File: src/rtl/krnl_ctrl_pkg.sv
// Shared register map, CTRL bit positions and AXI response codes for the
// kernel control register file.
package krnl_ctrl_pkg;

   localparam logic [31:0] CTRL_OFF = 32'h000;
   localparam logic [31:0] GIE_OFF  = 32'h004;
   localparam logic [31:0] IER_OFF  = 32'h008;
   localparam logic [31:0] ISR_OFF  = 32'h00C;
   localparam logic [31:0] ARG_BASE = 32'h010;

   localparam int CTRL_START = 0;
   localparam int CTRL_DONE  = 1;
   localparam int CTRL_IDLE  = 2;
   localparam int CTRL_READY = 3;
   localparam int CTRL_CONT  = 4;
   localparam int CTRL_AUTO  = 7;

   localparam int ISR_DONE  = 0;
   localparam int ISR_READY = 1;

   localparam logic [1:0] RESP_OKAY   = 2'b00;
   localparam logic [1:0] RESP_SLVERR = 2'b10;

   typedef enum logic [2:0] {
      REG_NONE,
      REG_CTRL,
      REG_GIE,
      REG_IER,
      REG_ISR,
      REG_ARG
   } reg_sel_e;

   typedef struct packed {
      reg_sel_e   sel;
      logic [5:0] arg_idx;
   } reg_dec_t;

endpackage

File: src/rtl/krnl_axi_ctrl_regfile.sv
// AXI4-Lite slave holding the ap_ctrl_chain control/status, interrupt
// registers and a bank of 32-bit kernel argument registers.
module krnl_axi_ctrl_regfile
   import krnl_ctrl_pkg::*;
#(
   parameter int ADDR_W   = 12,
   parameter int NUM_ARGS = 8,
   parameter int IRQ_EN   = 1
) (
   input  logic                   ACLK,
   input  logic                   ARESETn,
   input  logic [ADDR_W-1:0]      AWADDR,
   input  logic                   AWVALID,
   output logic                   AWREADY,
   input  logic [31:0]            WDATA,
   input  logic [3:0]             WSTRB,
   input  logic                   WVALID,
   output logic                   WREADY,
   output logic [1:0]             BRESP,
   output logic                   BVALID,
   input  logic                   BREADY,
   input  logic [ADDR_W-1:0]      ARADDR,
   input  logic                   ARVALID,
   output logic                   ARREADY,
   output logic [31:0]            RDATA,
   output logic [1:0]             RRESP,
   output logic                   RVALID,
   input  logic                   RREADY,
   output logic                   ap_start,
   output logic                   ap_continue,
   input  logic                   ap_done,
   input  logic                   ap_idle,
   input  logic                   ap_ready,
   output logic                   interrupt,
   output logic [NUM_ARGS*32-1:0] args
);

   localparam logic [31:0] ARG_END = ARG_BASE + 32'(4 * NUM_ARGS);

   function automatic reg_dec_t decode(input logic [ADDR_W-1:0] addr);
      logic [31:0] a;
      reg_dec_t    d;
      a         = 32'(addr);
      d.sel     = REG_NONE;
      d.arg_idx = '0;
      if (a[1:0] == 2'b00) begin
         if (a == CTRL_OFF)      d.sel = REG_CTRL;
         else if (a == GIE_OFF)  d.sel = REG_GIE;
         else if (a == IER_OFF)  d.sel = REG_IER;
         else if (a == ISR_OFF)  d.sel = REG_ISR;
         else if (a >= ARG_BASE && a < ARG_END) begin
            d.sel     = REG_ARG;
            d.arg_idx = 6'((a - ARG_BASE) >> 2);
         end
      end
      return d;
   endfunction

   logic              rdy_en_q;
   logic              aw_held_q, aw_held_d;
   logic [ADDR_W-1:0] aw_addr_q, aw_addr_d;
   logic              w_held_q, w_held_d;
   logic [31:0]       w_data_q, w_data_d;
   logic [3:0]        w_strb_q, w_strb_d;
   logic              bvalid_q, bvalid_d;
   logic [1:0]        bresp_q, bresp_d;
   logic              rvalid_q, rvalid_d;
   logic [1:0]        rresp_q, rresp_d;
   logic [31:0]       rdata_q, rdata_d;
   logic              start_q, start_d;
   logic              done_q, done_d;
   logic              idle_q, idle_d;
   logic              ready_q, ready_d;
   logic              cont_q, cont_d;
   logic              auto_q, auto_d;
   logic              gie_q, gie_d;
   logic [1:0]        ier_q, ier_d;
   logic [1:0]        isr_q, isr_d;
   logic              irq_q, irq_d;

   logic              aw_hs, w_hs, ar_hs;
   logic              wr_fire, wr_ok, ctrl_wr, ctrl_rd;
   logic [ADDR_W-1:0] wr_addr;
   logic [31:0]       wr_data;
   logic [3:0]        wr_strb;
   reg_dec_t          wdec, rdec;
   logic [31:0]       rd_val;

   assign AWREADY = rdy_en_q & ~aw_held_q & ~bvalid_q;
   assign WREADY  = rdy_en_q & ~w_held_q & ~bvalid_q;
   assign ARREADY = rdy_en_q & ~rvalid_q;

   assign aw_hs = AWVALID & AWREADY;
   assign w_hs  = WVALID & WREADY;
   assign ar_hs = ARVALID & ARREADY;

   // A half arriving this cycle counts as held, so the response follows the
   // second handshake by exactly one cycle.
   assign wr_addr = aw_held_q ? aw_addr_q : AWADDR;
   assign wr_data = w_held_q ? w_data_q : WDATA;
   assign wr_strb = w_held_q ? w_strb_q : WSTRB;
   assign wr_fire = (aw_held_q | aw_hs) & (w_held_q | w_hs) & ~bvalid_q;

   assign wdec    = decode(wr_addr);
   assign rdec    = decode(ARADDR);
   assign wr_ok   = wr_fire && (wdec.sel != REG_NONE);
   assign ctrl_wr = wr_ok && (wdec.sel == REG_CTRL) && wr_strb[0];
   assign ctrl_rd = ar_hs && (rdec.sel == REG_CTRL);

   always_comb begin
      rd_val = '0;
      case (rdec.sel)
         REG_CTRL: begin
            rd_val[CTRL_START] = start_q;
            rd_val[CTRL_DONE]  = done_q;
            rd_val[CTRL_IDLE]  = idle_q;
            rd_val[CTRL_READY] = ready_q;
            rd_val[CTRL_CONT]  = cont_q;
            rd_val[CTRL_AUTO]  = auto_q;
         end
         REG_GIE: rd_val[0]   = gie_q;
         REG_IER: rd_val[1:0] = ier_q;
         REG_ISR: rd_val[1:0] = isr_q;
         REG_ARG: begin
            for (int i = 0; i < NUM_ARGS; i++) begin
               if (rdec.arg_idx == 6'(i)) rd_val = args[32*i +: 32];
            end
         end
         default: rd_val = '0;
      endcase
   end

   always_comb begin
      // NOTE: every next-state value starts as a copy of its register, so no branch can infer a latch.
      aw_held_d = aw_held_q;
      aw_addr_d = aw_addr_q;
      w_held_d  = w_held_q;
      w_data_d  = w_data_q;
      w_strb_d  = w_strb_q;
      bvalid_d  = bvalid_q;
      bresp_d   = bresp_q;
      rvalid_d  = rvalid_q;
      rresp_d   = rresp_q;
      rdata_d   = rdata_q;

      if (aw_hs) begin
         aw_held_d = 1'b1;
         aw_addr_d = AWADDR;
      end
      if (w_hs) begin
         w_held_d = 1'b1;
         w_data_d = WDATA;
         w_strb_d = WSTRB;
      end
      if (wr_fire) begin
         bvalid_d = 1'b1;
         bresp_d  = wr_ok ? RESP_OKAY : RESP_SLVERR;
      end else if (bvalid_q && BREADY) begin
         bvalid_d  = 1'b0;
         aw_held_d = 1'b0;
         w_held_d  = 1'b0;
      end

      if (ar_hs) begin
         rvalid_d = 1'b1;
         rresp_d  = (rdec.sel != REG_NONE) ? RESP_OKAY : RESP_SLVERR;
         rdata_d  = rd_val;
      end else if (rvalid_q && RREADY) begin
         rvalid_d = 1'b0;
      end
   end

   always_comb begin
      start_d = start_q;
      if (ap_ready && !auto_q) start_d = 1'b0;
      if (ctrl_wr && wr_data[CTRL_START]) start_d = 1'b1;

      auto_d = ctrl_wr ? wr_data[CTRL_AUTO] : auto_q;

      // Cleared when the CTRL read captures its data; a same-cycle pulse survives.
      done_d = done_q;
      if (ctrl_rd) done_d = 1'b0;
      if (ap_done) done_d = 1'b1;

      cont_d  = (ctrl_wr && wr_data[CTRL_CONT]) || (auto_q && ap_done);
      idle_d  = ap_idle;
      ready_d = ap_ready;

      gie_d = gie_q;
      ier_d = ier_q;
      isr_d = isr_q;
      if (wr_ok && wr_strb[0]) begin
         case (wdec.sel)
            REG_GIE: gie_d = wr_data[0];
            REG_IER: ier_d = wr_data[1:0];
            REG_ISR: isr_d = isr_q & ~wr_data[1:0];
            default: ;
         endcase
      end
      if (ap_done && ier_q[ISR_DONE])   isr_d[ISR_DONE]  = 1'b1;
      if (ap_ready && ier_q[ISR_READY]) isr_d[ISR_READY] = 1'b1;
      irq_d = gie_q & (|isr_q);

      if (IRQ_EN == 0) begin
         gie_d = 1'b0;
         ier_d = '0;
         isr_d = '0;
         irq_d = 1'b0;
      end
   end

   always_ff @(posedge ACLK or negedge ARESETn) begin
      if (!ARESETn) begin
         rdy_en_q  <= 1'b0;
         aw_held_q <= 1'b0;
         aw_addr_q <= '0;
         w_held_q  <= 1'b0;
         w_data_q  <= '0;
         w_strb_q  <= '0;
         bvalid_q  <= 1'b0;
         bresp_q   <= RESP_OKAY;
         rvalid_q  <= 1'b0;
         rresp_q   <= RESP_OKAY;
         rdata_q   <= '0;
         start_q   <= 1'b0;
         done_q    <= 1'b0;
         idle_q    <= 1'b0;
         ready_q   <= 1'b0;
         cont_q    <= 1'b0;
         auto_q    <= 1'b0;
         gie_q     <= 1'b0;
         ier_q     <= '0;
         isr_q     <= '0;
         irq_q     <= 1'b0;
      end else begin
         // NOTE: state registers use non-blocking assignment so every flop samples pre-edge values.
         rdy_en_q  <= 1'b1;
         aw_held_q <= aw_held_d;
         aw_addr_q <= aw_addr_d;
         w_held_q  <= w_held_d;
         w_data_q  <= w_data_d;
         w_strb_q  <= w_strb_d;
         bvalid_q  <= bvalid_d;
         bresp_q   <= bresp_d;
         rvalid_q  <= rvalid_d;
         rresp_q   <= rresp_d;
         rdata_q   <= rdata_d;
         start_q   <= start_d;
         done_q    <= done_d;
         idle_q    <= idle_d;
         ready_q   <= ready_d;
         cont_q    <= cont_d;
         auto_q    <= auto_d;
         gie_q     <= gie_d;
         ier_q     <= ier_d;
         isr_q     <= isr_d;
         irq_q     <= irq_d;
      end
   end

   for (genvar i = 0; i < NUM_ARGS; i++) begin : g_arg
      logic [31:0] arg_q;
      logic        hit;

      assign hit = wr_ok && (wdec.sel == REG_ARG) && (wdec.arg_idx == 6'(i));

      // NOTE: the argument bank is flop-based and cleared by reset so the kernel never sees stale arguments.
      always_ff @(posedge ACLK or negedge ARESETn) begin
         if (!ARESETn) begin
            arg_q <= '0;
         end else if (hit) begin
            for (int b = 0; b < 4; b++) begin
               if (wr_strb[b]) arg_q[8*b +: 8] <= wr_data[8*b +: 8];
            end
         end
      end

      assign args[32*i +: 32] = arg_q;
   end

   assign BVALID      = bvalid_q;
   assign BRESP       = bresp_q;
   assign RVALID      = rvalid_q;
   assign RRESP       = rresp_q;
   assign RDATA       = rdata_q;
   assign ap_start    = start_q;
   assign ap_continue = cont_q;
   assign interrupt   = irq_q;

endmodule
File: config.mk
export PLATFORM = sky130hd
export DESIGN_NAME = krnl_axi_ctrl_regfile
export DESIGN_NICKNAME = d
export VERILOG_FILES = /design/src/rtl/krnl_ctrl_pkg.sv /design/src/rtl/krnl_axi_ctrl_regfile.sv
export SDC_FILE = /design/constraint.sdc
export NUM_CORES = 1
export LEC_CHECK = 0
export ABC_AREA = 1
export CAP_MARGIN = 40
export CORE_MARGIN = 2
export CORE_UTILIZATION = 52
export CTS_CLUSTER_DIAMETER = 120
export DETAILED_ROUTE_END_ITERATION = 8
export PLACE_DENSITY_LB_ADDON = 0.25
export SYNTH_ARGS = -nofsm -noshare
export SYNTH_HDL_FRONTEND = slang
export SYNTH_SLANG_ARGS = --single-unit
File: constraint.sdc
create_clock -name ACLK -period 3.5 [get_ports ACLK]
set_input_delay 0.7 -clock ACLK [delete_from_list [all_inputs] [get_ports ACLK]]
set_output_delay 0.7 -clock ACLK [all_outputs]
set_load 0.1 [all_outputs]
Word-level counts from Yosys, hierarchy flattened
Cells that the tools add are included.

storage, ports and cells
  flip-flop bits (word level) = 357
  output and inout port bits = 300
  word-level logic and storage cells = 245
  bits of input ports = 70

cells by class
  eq/ne operators = 30
  bitwise operators = 19
  $add $sub $neg = 2
  magnitude comparators = 4
  multiplexer cells = 57
  reductions and logical operators = 79

operators by type and width
  operator                                                                        number
  32-bit two-way mux                                                              9
  2-bit AND reduction                                                             36
  12-bit by 4-bit == test with 1-bit output (second input constant)               4
  6-bit by 3-bit == test with 1-bit output (second input constant)                8
  6-bit two-way mux                                                               8
  9-bit two-way mux                                                               4
  12-bit by 3-bit == test with 1-bit output (second input constant)               2
  6-bit by 2-bit == test with 1-bit output (second input constant)                4
  12-bit by 5-bit >= comparator with 1-bit output (second input constant)         2
  1-bit logical AND                                                               24
  12-bit zero test                                                                2
  12-bit by 6-bit less-than comparator with 1-bit output (second input constant)  2
  24-bit two-way mux                                                              1
  3-bit two-way mux                                                               8
  1-bit two-way mux                                                               16
  2-bit nonzero test                                                              8
  8-bit by 5-bit subtractor with 8-bit output (second input constant)             2
  3-bit by 2-bit == test with 1-bit output (second input constant)                4
  3-bit == test (second input constant)                                           4
  6-bit by 1-bit == test with 1-bit output (second input constant)                2
  6-bit zero test                                                                 2
  12-bit two-way mux                                                              1
  1-bit AND                                                                       11
  2-bit two-way mux                                                               5
  15 further kinds                                                                22

Depth between registers and ports, before layout
  depth after elaboration = 18
  depth in mapped cells = 20
  gate-level depth less buffers = 19

Worst setup path before layout
OpenSTA, ideal clock, no wires.

  kind = reg-to-reg
  from = register bvalid_q, in the netlist BVALID
  to = register g_arg[6].arg_q[16]
  arrival time = 4.976 ns
  data required time = 3.378 ns
  clock period less this slack = 5.098 ns
  cell stages (with the launch flop) = 12
  library setup time = 0.122 ns
  path buffers = 1
  path slack = -1.598 ns
  cell sequence = dfrtp_1 -> nor3_1 -> nand2_1 -> nand2_1 -> o211ai_1 -> nor2_2 -> nand3_4 -> nor2_4 -> buf_8 -> nand3_2 -> nand2_1 -> nand2_1

between the ends
  longest elaborated chain between the ends = 10
  elaborated cells between the ends (all ways) = 13
  classes of those cells = bitwise: 9; reduce/logical: 4

RTL lines
  element                          line                          source
  from (decl)                      krnl_axi_ctrl_regfile.sv:65   logic bvalid_q, bvalid_d;
  from (signal assigned)           krnl_axi_ctrl_regfile.sv:243  bvalid_q <= bvalid_d;
  1-bit inverter                   krnl_axi_ctrl_regfile.sv:89   assign AWREADY = rdy_en_q & ~aw_held_q & ~bvalid_q;
  1-bit AND                        krnl_axi_ctrl_regfile.sv:89
  via AWREADY                      krnl_axi_ctrl_regfile.sv:14   output logic AWREADY,
  1-bit AND                        krnl_axi_ctrl_regfile.sv:93   assign aw_hs = AWVALID & AWREADY;
  1-bit bitwise OR                 krnl_axi_ctrl_regfile.sv:102  assign wr_fire = (aw_held_q | aw_hs) & (w_held_q | w_hs) & ~bvalid_q;
  1-bit AND (2 in series)          krnl_axi_ctrl_regfile.sv:102
  1-bit logical AND                krnl_axi_ctrl_regfile.sv:106  assign wr_ok = wr_fire && (wdec.sel != REG_NONE);
  1-bit logical AND (2 in series)  krnl_axi_ctrl_regfile.sv:265  assign hit = wr_ok && (wdec.sel == REG_ARG) && (wdec.arg_idx == 6'(i));
  2-bit AND reduction (no line)    n/a
  to (signal, indexed assignment)  krnl_axi_ctrl_regfile.sv:273  if (wr_strb[b]) arg_q[8*b +: 8] <= wr_data[8*b +: 8];
  to (decl)                        krnl_axi_ctrl_regfile.sv:262  logic [31:0] arg_q;

The timed path passes the listed nets, and every way through them passes these cells.
A chain may end at the register's enable or synchronous reset.

Worst setup path after layout
  from = input AWADDR[4]
  to = register g_arg[3].arg_q[23]

between the ends
  longest elaborated chain between the ends = 14
  elaborated cells between the ends (all ways) = 26
  classes of those cells = add/sub: 1; order compare: 2; eq/ne: 5; mux: 11; reduce/logical: 7

RTL lines
  element                                                                                                                    line                          source
  from (decl)                                                                                                                krnl_axi_ctrl_regfile.sv:12   input logic [ADDR_W-1:0] AWADDR,
  12-bit two-way mux (*)                                                                                                     krnl_axi_ctrl_regfile.sv:99   assign wr_addr = aw_held_q ? aw_addr_q : AWADDR;
  12-bit by 5-bit >= comparator with 1-bit output or 12-bit by 6-bit less-than comparator with 1-bit output (tied branches)  krnl_axi_ctrl_regfile.sv:51   else if (a >= ARG_BASE && a < ARG_END) begin
  1-bit logical AND                                                                                                          krnl_axi_ctrl_regfile.sv:51
  9-bit two-way mux                                                                                                          krnl_axi_ctrl_regfile.sv:51
  3-bit two-way mux                                                                                                          krnl_axi_ctrl_regfile.sv:50   else if (a == ISR_OFF) d.sel = REG_ISR;
  3-bit two-way mux                                                                                                          krnl_axi_ctrl_regfile.sv:49   else if (a == IER_OFF) d.sel = REG_IER;
  3-bit two-way mux                                                                                                          krnl_axi_ctrl_regfile.sv:48   else if (a == GIE_OFF) d.sel = REG_GIE;
  3-bit two-way mux                                                                                                          krnl_axi_ctrl_regfile.sv:47   if (a == CTRL_OFF) d.sel = REG_CTRL;
  9-bit two-way mux (*)                                                                                                      krnl_axi_ctrl_regfile.sv:46   if (a[1:0] == 2'b00) begin
  3-bit nonzero test                                                                                                         krnl_axi_ctrl_regfile.sv:106
  1-bit logical AND                                                                                                          krnl_axi_ctrl_regfile.sv:106
  1-bit logical AND                                                                                                          krnl_axi_ctrl_regfile.sv:265
  1-bit logical AND (*)                                                                                                      krnl_axi_ctrl_regfile.sv:265
  2-bit AND reduction (no line) (*)                                                                                          n/a
  to (signal, indexed assignment)                                                                                            krnl_axi_ctrl_regfile.sv:273
  to (decl)                                                                                                                  krnl_axi_ctrl_regfile.sv:262

Mark *: on every way between the ends. The rest lies on a longest branch, timed or not.

==> metrics.cfg <==
[floorplan]
io_pins = 370
core_area_um2 = 34700
die_area_um2 = 36900
dieHeight_um = 192
initial_core_util_pct = 53.1
core.rowCount = 68
die_w_um = 192

[timing]
fin_skew_ns = 0.00859
setup-tns-final_ns = 0
slew_headroom_pct = 36.4
worst_pin_slew_ns = 0.948
setup_viol = 0
timing.final.crit_share_pct = 92.9
period_needed_ns = 3.25
rsz0062_at_grt = no
maxSlewViolCount = 0
fmax_ghz = 0.308
finalHoldViolations = 0

[drt]
dr.pass1.iters = 6
dr_total_vias = 19181
drt-vias-per-instance = 5.71
final_antenna_net_count = 0
wirelength_um = 68900
drtIter0Drc = 1871
route.detailed.drc = 0
route.detailed.wl_per_inst_um = 20.5

[cells_and_area]
nNetsFinal = 2957
nFillCells = 2746
drive_gt1_share_pct = 20.5
area_growth_pct = 35.9
diodes = 0

[critical_path]
crit_fanout = 16
r2r_slack_ns = 0.26
worst_ep_required_time_ns = 3.93
cp.arrival_ns = 3.68
crit_path_end_kind = flop
start_kind = primary input
path_class = in2reg

[run]
maxCapViolations = 0

[grt]
grt_pass1_wl_um = 106000
track_usage_pct = 37.6
grt_start_max_net_pins = 90
first_global_vias = 18709
globalRouteOverflowTotal = 0
antenna_found_initial = 0

[placement]
io_buffers = 367
gp_congestion = 0.946
dp_hpwl_um = 50400

[clock_tree]
cts_buffers = 40
cts_tree = done
htreeDepth = 2
insertion_delay_ns = 0.55
postCtsSetupBuffers = 0
clock_tree.root_cell = clkbuf_16
clk_path_buf_depth = 3
cts_sinks = 355
clk_pin_slew_ns = 0.06
hold_buffers = 0

[power]
cellPowerDensity_nw_per_um2 = 471
totalPowerFinal_mw = 11.8
p_leak_nw = 13.3
vdd.ir_drop.worst_uv = 516

[synthesis]
synth_cell_type_count = 45
ys_ff_latch = 355
syn_avg_cell_area_um2 = 7.68
seq_area_frac_synth_pct = 48.2
synthCells = 2400
syn_area_um2 = 18400
ys_warn_count = 0

[worst_hold_path]
min_path_type = in2async

[outcome]
status = finished, final reports clean

[synthesized netlist by cell type]
master / n / share of area [%]
nand2_1: 1089 / 22
dfrtp_1: 355 / 48
nand3_1: 171 / 4.6
inv_1: 166 / 3.4
nand4_1: 147 / 5.0
nor2_1: 66 / 1.3
clkbuf_1: 61 / 1.2
o21ai_0: 51 / 1.4
a21oi_1: 33 / 0.90
o21ai_1: 33 / 0.90
and3_1: 27 / 0.92
buf_4: 25 / 1.0
nand3_4: 24 / 2.3
buf_2: 23 / 0.62
nor2_4: 22 / 1.3
o2111ai_1: 14 / 0.67
nor3_1: 11 / 0.30
inv_2: 9 / 0.18
nor2_2: 9 / 0.31
or2_2: 9 / 0.31
mux2_2: 8 / 0.49
ha_1: 7 / 0.48
buf_1: 5 / 0.10
nand3_2: 4 / 0.22
o21ai_2: 4 / 0.19
o21a_1: 3 / 0.12
clkinv_1: 2 / 0.041
conb_1: 2 / 0.041
nand2_2: 2 / 0.068
nor3_2: 2 / 0.11
o211ai_1: 2 / 0.081
a21o_1: 1 / 0.041
a311oi_1: 1 / 0.048
and2_0: 1 / 0.034
buf_6: 1 / 0.061
buf_8: 1 / 0.081
mux2i_1: 1 / 0.054
nor2_8: 1 / 0.11
nor3_4: 1 / 0.088
nor4_4: 1 / 0.12
o22ai_1: 1 / 0.034
o311ai_0: 1 / 0.048
o31ai_4: 1 / 0.12
or2_1: 1 / 0.034
xnor2_1: 1 / 0.048
[kinds of logic (layout without fill, tap and decap cells)]
kind of cell | after synthesis | after routing | share of synthesized area (%)
simple gates | 1588 | 1588 | 39.4
flops | 355 | 355 | 48.2
buf+inv | 293 | 799 | 6.74
compound gates | 145 | 145 | 4.52
mux | 9 | 9 | 0.543
fa+ha+maj | 7 | 7 | 0.475
other cells | 2 | 3 | 0.0408
xor+xnor | 1 | 1 | 0.0476
[report_power, final]
part | switching (mW) | internal, mW | total [mW]
logic | 2.21 | 0.756 | 2.97
registers | 0.209 | 4.42 | 4.62
clock network | 1.72 | 2.47 | 4.20
[registers in the layout, indices dropped and copies added (netlist names), 2 cells and up]
signal / count
aw_addr_q: 12
w_strb_q: 4
isr_q: 2
g_arg.arg_q: 256
w_data_q: 32
RDATA: 32
ier_q: 2
[placed cells by master (no fill, tap or decap), types with 4 or more instances in the layout]
| cell | synthesis | routed |
|---|---|---|
| o2111ai_1 | 14 | 13 |
| clkbuf_1 | 61 | 7 |
| mux2_2 | 8 | 8 |
| o21ai_0 | 51 | 49 |
| nor3_1 | 11 | 8 |
| nand3_1 | 171 | 171 |
| clkinv_2 | 0 | 7 |
| nand4_1 | 147 | 147 |
| nand3_2 | 4 | 4 |
| or2_2 | 9 | 9 |
| nor2_2 | 9 | 7 |
| nor2_1 | 66 | 65 |
| clkbuf_16 | 0 | 42 |
| nor2_4 | 22 | 25 |
| buf_12 | 0 | 25 |
| nor3_4 | 1 | 4 |
| inv_2 | 9 | 9 |
| nand3_4 | 24 | 24 |
| buf_4 | 25 | 345 |
| dfrtp_1 | 355 | 353 |
| inv_1 | 166 | 166 |
| buf_8 | 1 | 57 |
| ha_1 | 7 | 7 |
| o21ai_1 | 33 | 35 |
| clkdlybuf4s50_1 | 0 | 125 |
| clkbuf_8 | 0 | 10 |
| nand2_1 | 1089 | 1088 |
| and3_1 | 27 | 27 |
| a21oi_1 | 33 | 33 |
[layer usage]
layer | share of wire [%] | track usage [%] | routed length [µm]
met5 | 0 | 0 | 0
met4 | 4.2 | 16.7 | 2920
met3 | 11 | 8.33 | 7300
met2 | 46 | 59.9 | 32000
met1 | 39 | 49.3 | 26700
[what timing repair did]
item | 4_1_cts | 5_1_grt
resized for setup | 0 | 1
setup endpoints to repair | 0 | 84
endpoints found under the hold margin | 0 | 0
[per-stage QoR]
step / instance area, µm² / worst slack [ns] / std cells / hold slack, ns / utilization (%)
floorplan: 18500 / 0.246 / 2401 / 0.404 / -
global placement: 22800 / -0.125 / 3230 / 0.455 / 65.7
detailed placement: 23700 / -0.323 / 3293 / 0.460 / 68.3
CTS: 25000 / 0.216 / 3362 / 0.177 / 72.1
global route: 25000 / 0.0395 / 3362 / 0.201 / 72.1
finish: 25000 / 0.248 / 3362 / 0.145 / 72.1
[layout make-up]
type                    instances  area [µm²]  share of cell area (%)
multi-input cells            1753        8380                    33.5
well taps                     455         569                    2.27
flip-flops and latches        355        8890                    35.5
clock buffers                  59        1210                    4.85
clock inverters                10        88.8                   0.355
inverters                     177         664                    2.65
repair buffers                553        5230                    20.9
[final timing paths]
| check | start | endpoint | cells after the start |
|---|---|---|---|
| hold / removal | ARESETn | g_arg[1].arg_q[1] | 1 |
| setup / recovery | AWADDR[4] | g_arg[3].arg_q[23] | 18 |
| min in group ACLK | w_strb_q[2] | w_strb_q[2] | 2 |
| hold reg to reg | w_strb_q[2] | w_strb_q[2] | 2 |
| setup reg to reg | aw_held_q | g_arg[3].arg_q[23] | 19 |
| max in group asynchronous | ARESETn | g_arg[7].arg_q[28] | 2 |
[critical path: stages]
cell and delay, ns:
clkdlybuf4s50_1 0.50, o21ai_1 0.16, ha_1 0.28, nand2_1 0.11
nor2_1 0.06, nand2_1 0.14, nor2_1 0.09, nor2_1 0.13
inv_2 0.07, nor2_1 0.14, o21ai_2 0.10, nor2_2 0.16
nand3_4 0.14, nor2_8 0.16, buf_4 0.23, nand3_1 0.29
nand2_1 0.16, nand2_1 0.07
Note: power is estimated with default switching activity, not from simulation.
